## src/rtl/reg_xfer_pkg.sv

```systemverilog
// Shared types and constants for the register-transfer sequencer and its bench.
// Register indices name the relay-computer registers on the shared 8-bit bus.
package reg_xfer_pkg;

  typedef enum logic [1:0] {
    IDLE,
    SELECT,
    LOAD,
    LATCH
  } xfer_state_e;

  typedef logic [2:0] reg_idx_t;

  localparam int MAX_REGS = 8;

  localparam reg_idx_t REG_A  = 3'd0;
  localparam reg_idx_t REG_B  = 3'd1;
  localparam reg_idx_t REG_C  = 3'd2;
  localparam reg_idx_t REG_D  = 3'd3;
  localparam reg_idx_t REG_M1 = 3'd4;
  localparam reg_idx_t REG_M2 = 3'd5;
  localparam reg_idx_t REG_X  = 3'd6;
  localparam reg_idx_t REG_Y  = 3'd7;

  function automatic logic [MAX_REGS-1:0] idx_onehot(input reg_idx_t idx);
    return MAX_REGS'(1) << idx;
  endfunction

endpackage

```

## src/rtl/reg_transfer_sequencer_settle_timer.sv

```systemverilog
// Phase down-counter: loaded with a cycle count, reports a registered expired
// flag that is high whenever the count has reached zero.
module settle_timer #(
  parameter int W = 2
) (
  input  logic         clk,
  input  logic         rst_n,
  input  logic         load,
  input  logic [W-1:0] value,
  output logic         expired
);

  logic [W-1:0] count_q;

  always_ff @(posedge clk or negedge rst_n) begin
    if (!rst_n) begin
      count_q <= '0;
      expired <= 1'b1;
    end else if (load) begin
      count_q <= value;
      expired <= (value == '0);
    end else if (count_q != '0) begin
      count_q <= count_q - W'(1);
      expired <= (count_q == W'(1));
    end else begin
      expired <= 1'b1;
    end
  end

endmodule

```

## src/rtl/reg_transfer_sequencer.sv

```systemverilog
// Sequences one register-to-register move or immediate load on the shared bus:
// select source, open destination, latch destination, release bus.
module reg_transfer_sequencer
  import reg_xfer_pkg::*;
#(
  parameter int NUM_REGS      = 8,
  parameter int SETTLE_CYCLES = 2
) (
  input  logic                clk,
  input  logic                rst_n,
  input  logic                start,
  input  logic [2:0]          src,
  input  logic [2:0]          dst,
  input  logic                imm_en,
  input  logic [7:0]          imm,
  output logic                ready,
  output logic [NUM_REGS-1:0] sel,
  output logic [NUM_REGS-1:0] load,
  output logic                bus_oe,
  output logic [7:0]          bus_out,
  output logic                done
);

  localparam int CW = (SETTLE_CYCLES > 1) ? $clog2(SETTLE_CYCLES) : 1;
  localparam logic [CW-1:0] PHASE_LAST = CW'(SETTLE_CYCLES - 1);
  localparam logic [3:0] NREGS = 4'(NUM_REGS);

  xfer_state_e state_q, state_d;
  reg_idx_t    src_q, dst_q, src_d, dst_d;
  logic        imm_en_q, imm_en_d;
  logic [7:0]  imm_q, imm_d;
  logic        accept, timer_load, expired;

  logic [MAX_REGS-1:0] src_oh, dst_oh;
  logic [NUM_REGS-1:0] sel_d, load_d;
  logic                busy_d, drive_reg, bus_oe_d, ready_d, done_d;
  logic [7:0]          bus_out_d;

  settle_timer #(.W(CW)) u_timer (
    .clk     (clk),
    .rst_n   (rst_n),
    .load    (timer_load),
    .value   (PHASE_LAST),
    .expired (expired)
  );

  assign accept = (state_q == IDLE) && start;

  // Fields are only taken on the accepting edge; starts while busy cannot touch them.
  assign src_d    = accept ? src    : src_q;
  assign dst_d    = accept ? dst    : dst_q;
  assign imm_en_d = accept ? imm_en : imm_en_q;
  assign imm_d    = accept ? imm    : imm_q;

  always_ff @(posedge clk or negedge rst_n) begin
    if (!rst_n) begin
      state_q  <= IDLE;
      src_q    <= '0;
      dst_q    <= '0;
      imm_en_q <= 1'b0;
      imm_q    <= '0;
    end else begin
      state_q  <= state_d;
      src_q    <= src_d;
      dst_q    <= dst_d;
      imm_en_q <= imm_en_d;
      imm_q    <= imm_d;
    end
  end

  always_comb begin
    state_d    = state_q;
    timer_load = 1'b0;
    case (state_q)
      IDLE: begin
        if (start) begin
          state_d    = SELECT;
          timer_load = 1'b1;
        end
      end
      SELECT: begin
        if (expired) begin
          state_d    = LOAD;
          timer_load = 1'b1;
        end
      end
      LOAD: begin
        if (expired) begin
          state_d    = LATCH;
          timer_load = 1'b1;
        end
      end
      LATCH: begin
        if (expired) state_d = IDLE;
      end
      default: state_d = IDLE;
    endcase
  end

  // Outputs are decoded from the next state so they change on the same edge as
  // the state register; the source driver spans all three busy phases while
  // load is confined to the middle phase, so their edges never coincide.
  always_comb begin
    src_oh    = idx_onehot(src_d);
    dst_oh    = idx_onehot(dst_d);
    busy_d    = (state_d != IDLE);
    drive_reg = busy_d && !imm_en_d && (src_d != dst_d) && ({1'b0, src_d} < NREGS);
    sel_d     = drive_reg ? src_oh[NUM_REGS-1:0] : '0;
    load_d    = ((state_d == LOAD) && ({1'b0, dst_d} < NREGS)) ? dst_oh[NUM_REGS-1:0] : '0;
    bus_oe_d  = busy_d && imm_en_d;
    bus_out_d = bus_oe_d ? imm_d : 8'h00;
    ready_d   = (state_d == IDLE);
    done_d    = (state_q == LATCH) && (state_d == IDLE);
  end

  always_ff @(posedge clk or negedge rst_n) begin
    if (!rst_n) begin
      ready   <= 1'b1;
      sel     <= '0;
      load    <= '0;
      bus_oe  <= 1'b0;
      bus_out <= 8'h00;
      done    <= 1'b0;
    end else begin
      ready   <= ready_d;
      sel     <= sel_d;
      load    <= load_d;
      bus_oe  <= bus_oe_d;
      bus_out <= bus_out_d;
      done    <= done_d;
    end
  end

endmodule

```

## config.mk

```make
export PLATFORM = sky130hd
export DESIGN_NAME = reg_transfer_sequencer
export DESIGN_NICKNAME = d
export VERILOG_FILES = /design/src/rtl/reg_xfer_pkg.sv /design/src/rtl/reg_transfer_sequencer_settle_timer.sv /design/src/rtl/reg_transfer_sequencer.sv
export SDC_FILE = /design/constraint.sdc
export NUM_CORES = 1
export LEC_CHECK = 0
export ABC_AREA = 1
export CORE_AREA = 5 5 63 65
export CTS_CLUSTER_DIAMETER = 200
export CTS_CLUSTER_SIZE = 12
export DETAILED_ROUTE_END_ITERATION = 6
export DIE_AREA = 0 0 68 70
export DONT_BUFFER_PORTS = 1
export GPL_TIMING_DRIVEN = 0
export PLACE_DENSITY = 0.79
export RECOVER_POWER = 50
export SYNTH_ARGS = -nofsm -noshare
export SYNTH_HDL_FRONTEND = slang
export SYNTH_SLANG_ARGS = --single-unit
export TNS_END_PERCENT = 5
```

## constraint.sdc

```tcl
create_clock -name clk -period 2.15 [get_ports clk]
set_clock_uncertainty 0.15 [all_clocks]
set_input_delay 0.43 -clock clk [delete_from_list [all_inputs] [get_ports clk]]
set_output_delay 0.43 -clock clk [all_outputs]
set_load 0.02 [all_outputs]
```

==> run summary <==
status = complete, no violations
Mapped Cells = 217
most frequent cell on the critical path = nand2_1
CTS root buffer = clkbuf_4
die height = 70 um
PortBufs = 0
crit-path max cell delay = 0.44 ns
initial antenna violation count = 0
gpl congestion = 0.7974
Pleak = 1.136 nW
DRT Pass-1 Iters = 4
hold crit path type = in2reg
number of distinct library cells after synthesis = 18
slew margin rel. = 29.41%
crit path DAT = 2.06 ns
Initial Util = 58.93%
Layout Area Growth over Synthesis = 8.985%
grt ovf = 0
CP max-delay cell = dfrtp_1
final period utilization = 90.25%
antenna diode count = 0
vias in the first global route = 1,256
worst path required time = 2.27 ns
HPWL Detailed = 2.335 mm
# fillers = 275
Worst Slack Setup Final = 0.2097 ns
FFs w/ async S/R, synth = 100.0%
average instance area after synthesis = 8.920 sq um
Yosys reg bits = 45
final hold viol count = 0
Most used DFF post-synth = dfrtp_1
synth cell count leaders = 54 x nand2_1, 43 x dfrtp_1, 36 x inv_1
setup_tns = 0 ns
RSZ-0062 raised after global routing = false
Max IR drop VDD = 882.1 uV
share of cells above drive strength 1 = 12.33%
Post-synth EDFFs = 0
max-cap viol count = 0
top area cells in the synthesized netlist = dfrtp_1 56%, nand2_1 10%, inv_1 7.0%
detailed-route via count = 1,326
Detailed Route WL = 3.266 mm
Die ar. = 4760 sq um
Worst setup SP type = register
Final Max Slew Viols = 0
crit path kind = reg2reg
Pwr Density = 1531 nW/um^2
FMAX = 515.4 MHz
register area = 1129 sq um
core area = 3284 sq um
H-tree Lvls = 2
die outline width = 68 um
Crit Path Max Fanout = 10
Num CTS Buffers = 5
DRT antenna net count = 0
# nets final = 248
Worst-Skew Late Latency = 0.34 ns
setup slack at placement = 0.1297 ns
Setup crit end kind = register
Post-Synthesis Net Count = 239
Starting DRT DRC Count = 101
Rows = 21
GRT Total Usage = 15.90%
I/O pin cnt = 45
Residual DRC = 0
area leader, netlist = dfrtp_1
yosys warns = 0
first-pass GRT wire length = 5.768 mm
TritonCTS clock tree = done
wire per inst = 11.96 um
Max clock buf depth = 2
Worst-Margin Slew = 1.059 ns
Period minus WS final = 1.940 ns
worst path cell trace = inv_1 > ha_4 > nand2_2 > buf_6 > nand2_1 > nand2_1 > nand2_1 > nand2_1 > inv_1 > nand3_2 > nand3_4 > nor2_1
largest net degree at the start of global routing = 46
cell area after synthesis = 1936 sq um
sequential-to-total area share from yosys stat = 58.31%
Yosys top cell area share = 55.59%
Setup Viol. Count Final = 0
CTS clk-pin slew, worst paths = 0.13 ns
Clock Sinks = 45
Vias/cell = 4.857
dominant cell by count in the synthesized netlist = nand2_1
Multi-input gate area = 628.1 sq um
-- cells by family (layout without fill, tap and decap cells) --
logic type	Yosys count	after routing	share of synthesized area, %
adder cells (fa/ha/maj)	4	4	2.586
AO/OA/AOI/OAI	12	12	3.620
flip-flops	45	45	58.31
AND/OR/NAND/NOR	114	114	25.60
buffers and inverters	42	52	9.889
-- where the power goes --
group / switching (mW) / total, mW / internal, mW
clock: 0.255 / 0.532 / 0.277
sequential: 0.269 / 1.42 / 1.15
combinational: 0.861 / 1.28 / 0.420
-- worst paths after layout --
path | startpoint | to | slack, ns | cells after the start
worst min register to register | src_q[0]$_DFF_PN0_ | src_q[0]$_DFF_PN0_ | 0.42 | 2
worst min-delay path | imm_en | imm_en_q$_DFF_PN0_ | 0.1 | 2
min in group asynchronous | rst_n | load[2]$_DFF_PN0_ | 0.66 | 2
worst max register to register | state_q[1]$_DFF_PN0_ | sel[1]$_DFF_PN0_ | 0.21 | 12
worst max-delay path | state_q[1]$_DFF_PN0_ | sel[1]$_DFF_PN0_ | 0.21 | 12
max in group asynchronous | rst_n | bus_out[4]$_DFF_PN0_ | 0.55 | 2
-- per-layer routing --
metal	up-vias	GRT usage (%)	part of all wire, %
li1	672	-	-
met1	614	18.89	42
met2	38	24.84	48
met3	2	8.654	9.4
met4	0	3.974	0.64
met5	-	0	0
-- area by class of cell --
class | instances | share of cell area (%)
flip-flops and latches | 45 | 53.50
multi-input cells | 130 | 29.77
clock inverters | 2 | 1.779
repair buffers | 2 | 0.7117
clock buffers | 6 | 2.432
inverters | 37 | 6.584
plain buffers | 5 | 2.491
well taps | 46 | 2.728
-- per-stage QoR --
step | instances | util [%] | cell area [sq um] | total power [mW] | hold WS, ns
global route | 273 | 64.23 | 2110 | 3.559 | 0.07675
finish | 273 | 64.23 | 2110 | 3.229 | 0.09596
detailed placement | 263 | 60.69 | 1993 | 2.691 | -0.01453
floorplan | 217 | - | 1936 | 2.430 | -0.01559
global placement | 263 | 60.69 | 1993 | 2.655 | -0.01458
CTS | 273 | 64.30 | 2112 | 3.246 | 0.08577
-- worst max-delay path: cells and delay by family, from the launching register on --
| family | cells | cell delay [ns] |
|---|---|---|
| AND/OR/NAND/NOR | 8 | 0.76 |
| buffers and inverters | 3 | 0.32 |
| adder cells (fa/ha/maj) | 1 | 0.20 |
| flip-flops | 1 | 0.44 |
-- cell usage in the layout (no fill, tap or decap) --
cell type      count
buf_2              1
buf_6              3
bufinv_16          1
clkbuf_2           1
clkbuf_4           5
clkbuf_8           2
clkinvlp_4         1
dfrtp_1           43
dfstp_2            2
dlygate4sd3_1      1
ha_1               3
ha_4               1
inv_1             36
inv_2              1
nand2_1           54
nand2_2            5
nand3_1           20
nand3_2            2
nand3_4            1
nand3b_1           1
nor2_1            31
o211ai_1           1
o21ai_0            9
o21ai_2            2
-- state kept, by name, summed over array words and instances (netlist names) --
register	count
imm_en_q	1
state_q	2
bus_out	8
src_q	3
ready	1
bus_oe	1
done	1
load	8
u_timer.expired	1
dst_q	3
sel	8
imm_q	8
-- what timing repair did --
item / in CTS / in global routing
resized for setup: 0 / 2
buffers inserted: 0 / 0
hold endpoints to repair: 45 / 0
hold buffers: 2 / 0
endpoints found under the setup margin: 0 / 24
(Power assumes the default switching activity.)
